File: src/rtl/flip_pair_sched.sv
// Pairs buffered bit-flip indices into distinct (flip_i, flip_j) pairs; same-index pairs cancel.
// Define FLIP_SCHED_SVA_EN to compile in the concurrent assertions.
module flip_pair_sched #(
    parameter  int DEPTH = 8,
    parameter  int IDX_W = 5,
    localparam int PTR_W = $clog2(DEPTH),
    localparam int LVL_W = PTR_W + 1
) (
    input  logic             clk,
    input  logic             rst,
    input  logic             req_valid,
    output logic             req_ready,
    input  logic [IDX_W-1:0] req_idx,
    output logic             pair_valid,
    input  logic             pair_ready,
    output logic [IDX_W-1:0] flip_i,
    output logic [IDX_W-1:0] flip_j,
    output logic             pending,
    output logic [LVL_W-1:0] level,
    output logic [15:0]      cancel_cnt
);

    logic [IDX_W-1:0] mem [DEPTH];
    logic [PTR_W-1:0] wr_ptr;
    logic [PTR_W-1:0] rd_ptr;
    logic [IDX_W-1:0] held;
    logic [IDX_W-1:0] head;
    logic             head_valid;
    logic             slot_free;
    logic             push;
    logic             pop;
    logic             do_hold;
    logic             do_cancel;
    logic             do_pair;

    // req_ready depends on registered occupancy only, never on pair_ready.
    assign req_ready  = (level != LVL_W'(DEPTH));
    assign push       = req_valid && req_ready;
    assign head_valid = (level != '0);
    assign head       = mem[rd_ptr];
    assign slot_free  = !pair_valid || pair_ready;

    // Exactly one rule applies to the head each cycle; cancel ignores the output slot.
    assign do_hold   = head_valid && !pending;
    assign do_cancel = head_valid && pending && (head == held);
    assign do_pair   = head_valid && pending && (head != held) && slot_free;
    assign pop       = do_hold || do_cancel || do_pair;

    // NOTE: FIFO storage is not reset; the pointers and level alone define which entries are valid.
    always_ff @(posedge clk) begin
        if (push) begin
            mem[wr_ptr] <= req_idx;
        end
    end

    // NOTE: all state uses non-blocking assignments so every rule sees pre-edge values.
    always_ff @(posedge clk or posedge rst) begin
        if (rst) begin
            wr_ptr     <= '0;
            rd_ptr     <= '0;
            level      <= '0;
            held       <= '0;
            pending    <= 1'b0;
            pair_valid <= 1'b0;
            flip_i     <= '0;
            flip_j     <= '0;
            cancel_cnt <= '0;
        end else begin
            if (push) begin
                wr_ptr <= wr_ptr + PTR_W'(1);
            end
            if (pop) begin
                rd_ptr <= rd_ptr + PTR_W'(1);
            end
            case ({push, pop})
                2'b10:   level <= level + LVL_W'(1);
                2'b01:   level <= level - LVL_W'(1);
                default: level <= level;
            endcase

            if (do_hold) begin
                held    <= head;
                pending <= 1'b1;
            end else if (do_cancel) begin
                pending <= 1'b0;
                if (cancel_cnt != 16'hFFFF) begin
                    cancel_cnt <= cancel_cnt + 16'd1;
                end
            end else if (do_pair) begin
                pending <= 1'b0;
            end

            // flip_i/flip_j keep their last values when the slot drains.
            if (do_pair) begin
                pair_valid <= 1'b1;
                flip_i     <= held;
                flip_j     <= head;
            end else if (pair_ready) begin
                pair_valid <= 1'b0;
            end
        end
    end

`ifdef FLIP_SCHED_SVA_EN
    a_distinct: assert property (@(posedge clk) disable iff (rst)
        pair_valid |-> (flip_i != flip_j));

    a_stable: assert property (@(posedge clk) disable iff (rst)
        (pair_valid && !pair_ready) |=> (pair_valid && $stable(flip_i) && $stable(flip_j)));

    a_no_push_full: assert property (@(posedge clk) disable iff (rst)
        (level == LVL_W'(DEPTH)) |-> !req_ready);

    a_level_bound: assert property (@(posedge clk) disable iff (rst)
        level <= LVL_W'(DEPTH));

    a_reset_quiet: assert property (@(posedge clk)
        rst |-> !pair_valid);
`endif

endmodule
File: config.mk
export PLATFORM = sky130hd
export DESIGN_NAME = flip_pair_sched
export DESIGN_NICKNAME = d
export VERILOG_FILES = /design/src/rtl/flip_pair_sched.sv
export SDC_FILE = /design/constraint.sdc
export NUM_CORES = 1
export LEC_CHECK = 0
export CAP_MARGIN = 20
export CELL_PAD_IN_SITES_DETAIL_PLACEMENT = 1
export CELL_PAD_IN_SITES_GLOBAL_PLACEMENT = 1
export CORE_MARGIN = 4
export CORE_UTILIZATION = 39
export DETAILED_ROUTE_END_ITERATION = 6
export PLACE_DENSITY = 0.8
export SLEW_MARGIN = 10
export SYNTH_ARGS = -nofsm -noshare
export SYNTH_HDL_FRONTEND = slang
export SYNTH_SLANG_ARGS = --single-unit
File: constraint.sdc
create_clock -name clk -period 5.8 [get_ports clk]
set_input_delay 1.45 -clock clk [delete_from_list [all_inputs] [get_ports clk]]
set_output_delay 1.45 -clock clk [all_outputs]
set_load 0.01 [all_outputs]
Word level (Yosys, flattened, before mapping)
Memories as Yosys holds them, arrays and structs flattened.
Cells that the tools add are included.
{"block": "word_totals", "ff_bits": 43, "ramBits": 40, "input_bits": 9, "out_inout_bits": 33, "elab_cells": 46, "memories": 1}
{"name": "mem", "depth": 8, "width": 5, "read_ports": 1, "rd_ports_with_merged_regs": 0, "write_ports": 1, "line": "23", "source": "logic [IDX_W-1:0] mem [DEPTH];"}
{"block": "op_classes", "addsub": 5, "n_eq_ne": 6, "mux": 8, "n_bitwise": 1, "reduce_logical": 16}
{"cell": "adder 16 x 1 -> 16 bit (second input constant)", "n": 1}
{"cell": "inequality test 16 bit (second input constant)", "n": 1}
{"cell": "case mux 4 bit (2 select lines)", "n": 1}
{"cell": "2-to-1 mux 1 bit", "n": 7}
{"cell": "adder 3 x 1 -> 3 bit (second input constant)", "n": 2}
{"cell": "logical AND 1 bit", "n": 6}
{"cell": "== test 5 bit", "n": 1}
{"cell": "inequality test 5 bit", "n": 1}
{"cell": "adder 4 x 1 -> 4 bit (second input constant)", "n": 1}
{"cell": "inequality test 4 bit (second input constant)", "n": 1}
{"cell": "nonzero test 2 bit", "n": 2}
{"cell": "nonzero test 4 bit", "n": 1}
{"cell": "subtractor 4 x 1 -> 4 bit (second input constant)", "n": 1}
{"cell": "logical OR 1 bit", "n": 3}
{"cell": "AND reduction 3 bit", "n": 1}
{"cell": "nonzero test 3 bit", "n": 1}
{"cell": "== test 2 x 1 -> 1 bit (second input constant)", "n": 1}
{"cell": "== test 2 bit (second input constant)", "n": 1}
{"cell": "zero test 1 bit", "n": 2}
{"cell": "NOT 1 bit", "n": 1}

Depth between registers and ports, before layout
{"block": "logic_depth", "word_depth": 7, "ltp_mapped": 15}

Worst setup path before layout
Ideal clock, no wire load.
{"block": "synth_timing", "path_kind": "register -> register", "from": "register rd_ptr[2]", "to": "register level[3]", "setup_time_ps": 128, "arrival_ps": 3060, "path_slack_ps": 2612, "path_stages_with_launch": 16, "path_buffers": 2, "synth_period_minus_slack_ps": 3188, "cell_sequence": "dfrtp_1 -> buf_6 -> buf_12 -> mux2i_1 -> mux4_2 -> xor2_1 -> nand3_2 -> nand4b_4 -> a31oi_4 -> ha_1 -> ha_1 -> a21o_1 -> a21oi_1 -> xnor2_1 -> nor2_1 -> xor2_1"}
{"block": "synth_via", "elab_chain_cells": 7, "word_cells_on_any_way": 12}
{"element": "from (decl)", "line": "25", "source": "logic [PTR_W-1:0] rd_ptr;"}
{"element": "from (signal assigned)", "line": "73", "source": "rd_ptr <= rd_ptr + PTR_W'(1);"}
{"element": "memory (8 x 5 bit) *"}
{"element": "== test 5 bit or inequality test 5 bit (tied branches)", "line": "45, 46"}
{"element": "logical AND 1 bit, on equally long branches", "line": "45, 46"}
{"element": "logical OR 1 bit or logical AND 1 bit (tied branches)", "line": "47, 46"}
{"element": "logical OR 1 bit *", "line": "47", "source": "assign pop = do_hold || do_cancel || do_pair;"}
{"element": "net pop", "line": "31", "source": "logic pop;"}
{"element": "== test 2 x 1 -> 1 bit or == test 2 bit (tied branches)", "line": "75", "source": "case ({push, pop})"}
{"element": "case mux 4 bit (2 select lines) or nonzero test 2 bit (tied branches)"}
{"element": "to (signal assigned)", "line": "76", "source": "2'b10: level <= level + LVL_W'(1);"}
{"element": "to (signal assigned)", "line": "77", "source": "2'b01: level <= level - LVL_W'(1);"}
{"element": "to (signal assigned)", "line": "78", "source": "default: level <= level;"}
{"element": "to (decl)", "line": "19", "source": "output logic [LVL_W-1:0] level,"}
The timed path passes the listed nets; every way through them passes the cells marked *.
A chain may end at the register's enable or synchronous reset.

Worst setup path after layout
{"block": "layout_timing", "from": "register rd_ptr[0]", "to": "register level[3]"}
Same word-level chain as after synthesis.

==> flow_metrics.py <==
metrics = {
    "floorplanning": {
        "die_x_um": 106,
        "coreArea_sq_um": 9280,
        "fp.dieArea_sq_um": 11200,
        "rows": 35,
        "floorplan.die.height_um": 106,
        "boundaryPins": 42,
        "initial_util": 0.401,
    },
    "critical_path": {
        "worst_r2r_endpoint": "level[3]",
        "criticalPathCategory": "reg -> reg",
        "cp.required_ps": 6050,
        "cpMaxStageDelayCell": "dfrtp_1",
        "r2r_start": "rd_ptr[0]",
        "cp_slowest_stage_delay_ps": 880,
        "worstRegToRegCells": 12,
        "crit_fanout": 16,
        "cp-end-kind": "flop",
        "worstPathBufferInverterCount": 0,
        "start_kind": "flop",
        "critical_path.cell_chain": "mux2i_1 > mux4_1 > xor2_1 > nand4b_4 > a31oi_4 > ha_1 > ha_1 > a21o_1 > a21oi_1 > xnor2_1 > nor2_1 > xor2_1",
        "arrival_ps": 4050,
        "crit_family": "flip-flops",
        "r2r_setup_slack_ps": 2000,
    },
    "clock_network": {
        "cts_max_level": 3,
        "cts.repair.resized": 0,
        "clockRootBuffer": "clkbuf_8",
        "ctsLongestPathBuffers": 2,
        "cts_num_sinks": 83,
        "cts.hold.buffers_added": 0,
        "cts_inserted_buffers": 9,
        "clock_insertion_delay_worst_skew_ps": 370,
        "postCtsSetupRepairBufs": 0,
        "path_clk_slew_ps": 90,
        "cts_tree": "done",
    },
    "layout": {
        "final_net_count": 324,
        "most_frequent_standard_cell_in_the_layout_excluding_fill_and_tap_cells": "dfrtp_1",
        "most-common-layout-cells": "dfrtp_1, clkdlybuf4s50_1, edfxtp_1",
        "filler_cell_count": 971,
        "finish.utilization": 0.479,
        "antenna_cells": 0,
        "final_layout_size_suffix_gt1_frac": 0.125,
        "synthToLayoutAreaGrowth_pct": 19.4,
    },
    "logic_synthesis": {
        "simple_gate_area_share_of_the_yosys_netlist": 0.117,
        "dominant_combinational_cell_family_by_area_after_synthesis": "multiplexers",
        "yosys_warnings": 0,
        "post_synth_num_cell_types": 43,
        "yosys.area_share.adder": 0.0255,
        "synthDominantAreaCellType": "edfxtp_1",
        "synthFlopType": "dfrtp_1",
        "post_synth_top_area_share": 0.322,
        "synthesis_stage_register_bit_count": 83,
        "synth_compound_area_frac": 0.0262,
        "number_of_enable_type_register_cells_in_the_synthesized_netlist": 40,
        "synthXorXnorAreaFrac": 0.0587,
        "syn_inst": 263,
        "synthesized_area_divided_by_synthesized_cell_count_sq_um": 14.2,
        "post_synth_main_area_contributors": "edfxtp_1, dfrtp_1, mux2i_1",
        "syn-cell-area_sq_um": 3730,
        "ys_async_sr_fraction": 0.518,
        "synthMuxAreaShare": 0.133,
        "mappedNetlistNets": 279,
        "seq_area_frac_synth": 0.611,
    },
    "place": {
        "post_detailed_placement_half_perimeter_wirelength_um": 5190,
        "gp_congestion": 0.780,
        "port_buffers": 41,
        "post-place-ws_ps": 2020,
    },
    "grt": {
        "first_global_vias": 2305,
        "global_route_congestion_overflow_total": 0,
        "first_pass_grt_wire_length_um": 12400,
        "grt_start_max_net_pins": 44,
        "grt_util_all_layers": 0.141,
        "antenna_found_initial": 0,
    },
    "timing": {
        "maxSlewViolCount": 0,
        "setup-violations-final": 0,
        "hold_violations": 0,
        "timing.slew.headroom": 0.417,
        "final_worst_path_setup_slack_ps": 2000,
        "tightestPinTransition_ps": 867,
        "worst_setup_skew_after_layout_ps": 9.81,
        "finalCritPeriodShare": 0.655,
        "setup_repair_after_global_routing_missed_its_margin": "false",
        "fin_setup_tns_ps": 0,
        "post-route-min-period_ps": 3800,
        "max_clock_freq_ghz": 0.263,
    },
    "detailed_routing": {
        "drt-initial-drc-count": 81,
        "vias": 2173,
        "met2WireLength_um": 3300,
        "drt.antenna.violating_nets": 0,
        "number_of_remaining_drc_errors": 0,
        "met1_length_um": 3400,
        "drt-wirelength-per-cell_um": 16.0,
        "wirelength_um": 7070,
        "via_per_inst": 4.92,
        "met3WireLength_um": 243,
        "route.top_layer_used": "met4",
        "firstDrtPassIters": 4,
    },
    "run": {
        "cap_viol_max_count": 0,
    },
    "power": {
        "max-vdd-ir-drop_v": 0.000155,
        "static_leakage_nw": 1.86,
        "power.density_nw_per_um2": 503,
    },
    "min_path": {
        "hp-class": "reg -> reg",
        "hold-path-cell-count": 1,
        "holdCritStartpoint": "cancel_cnt[8]",
        "timing.hold.worst_endpoint": "cancel_cnt[8]",
    },
    "status": {
        "run_status": "finished, final reports clean",
    },
}
-- power by group --
part           internal (mW)  switching (mW)  leakage (nW)
registers              0.770           0.163         0.902
logic                  0.455           0.403         0.852
clock network          0.212           0.234         0.110
-- cell families (layout without fill, tap and decap cells) --
kind of cell               count (synthesis)  in the layout
and+or+nand+nor                           77             77
AOI/OAI and AO/OA                         14             14
muxes                                     40             40
adders and majority gates                  7              7
buffers and inverters                     17             67
xor gates and xnor gates                  25             25
DFF                                       83             83
-- worst max path at each step --
stage          slack [ps]  depth (start not counted)       end      start
5_1_grt              1700                         13  level[3]  rd_ptr[0]
2_1_floorplan        2610                         15  level[3]  rd_ptr[2]
6_report             2000                         12  level[3]  rd_ptr[0]
3_3_place_gp         2160                         13  level[3]  rd_ptr[0]
4_1_cts              1990                         12  level[3]  rd_ptr[0]
3_5_place_dp         2020                         12  level[3]  rd_ptr[0]
-- cell usage after synthesis (4+ instances only) --
| cell | count |
|---|---|
| and2_1 | 4 |
| and3_1 | 10 |
| dfrtp_1 | 43 |
| edfxtp_1 | 40 |
| ha_1 | 6 |
| inv_1 | 9 |
| mux2_2 | 7 |
| mux2_4 | 6 |
| mux2i_1 | 23 |
| nand2_1 | 19 |
| nand2b_1 | 6 |
| nand3_1 | 4 |
| nand4_1 | 6 |
| nor2_1 | 10 |
| nor3_1 | 5 |
| o21ai_0 | 6 |
| xnor2_1 | 9 |
| xor2_1 | 16 |
-- metal layers --
metal	up-vias	track usage
li1	1037	-
met1	1096	0.198
met2	32	0.210
met3	8	0.0392
met4	0	0.0518
met5	-	0
-- registers in the layout, indices dropped and copies added (netlist names) --
signal,cells
cancel_cnt,16
wr_ptr,3
level,4
flip_i,5
flip_j,5
pair_valid,1
mem,40
held,5
rd_ptr,3
pending,1
-- layout make-up --
type | count | area [sq um] | share of cell area
multi-input combinational | 163 | 1350 | 0.303
tap | 129 | 161 | 0.0363
timing repair buffer | 42 | 418 | 0.0939
clock inverter | 7 | 90.1 | 0.0202
clock buffer | 9 | 124 | 0.0278
inverter | 9 | 33.8 | 0.00759
sequential | 83 | 2280 | 0.512
-- stage by stage --
stage          instance area, sq um  power, mW  hold WS (ps)  std cells
5_1_grt                        4450       2.41           522        442
3_3_place_gp                   4240       1.77           472        426
6_report                       4450       2.24           490        442
3_5_place_dp                   4240       1.82           484        426
4_1_cts                        4450       2.27           498        442
2_1_floorplan                  3730       1.56           488        263
No activity file was read; power rests on OpenSTA's default activity.
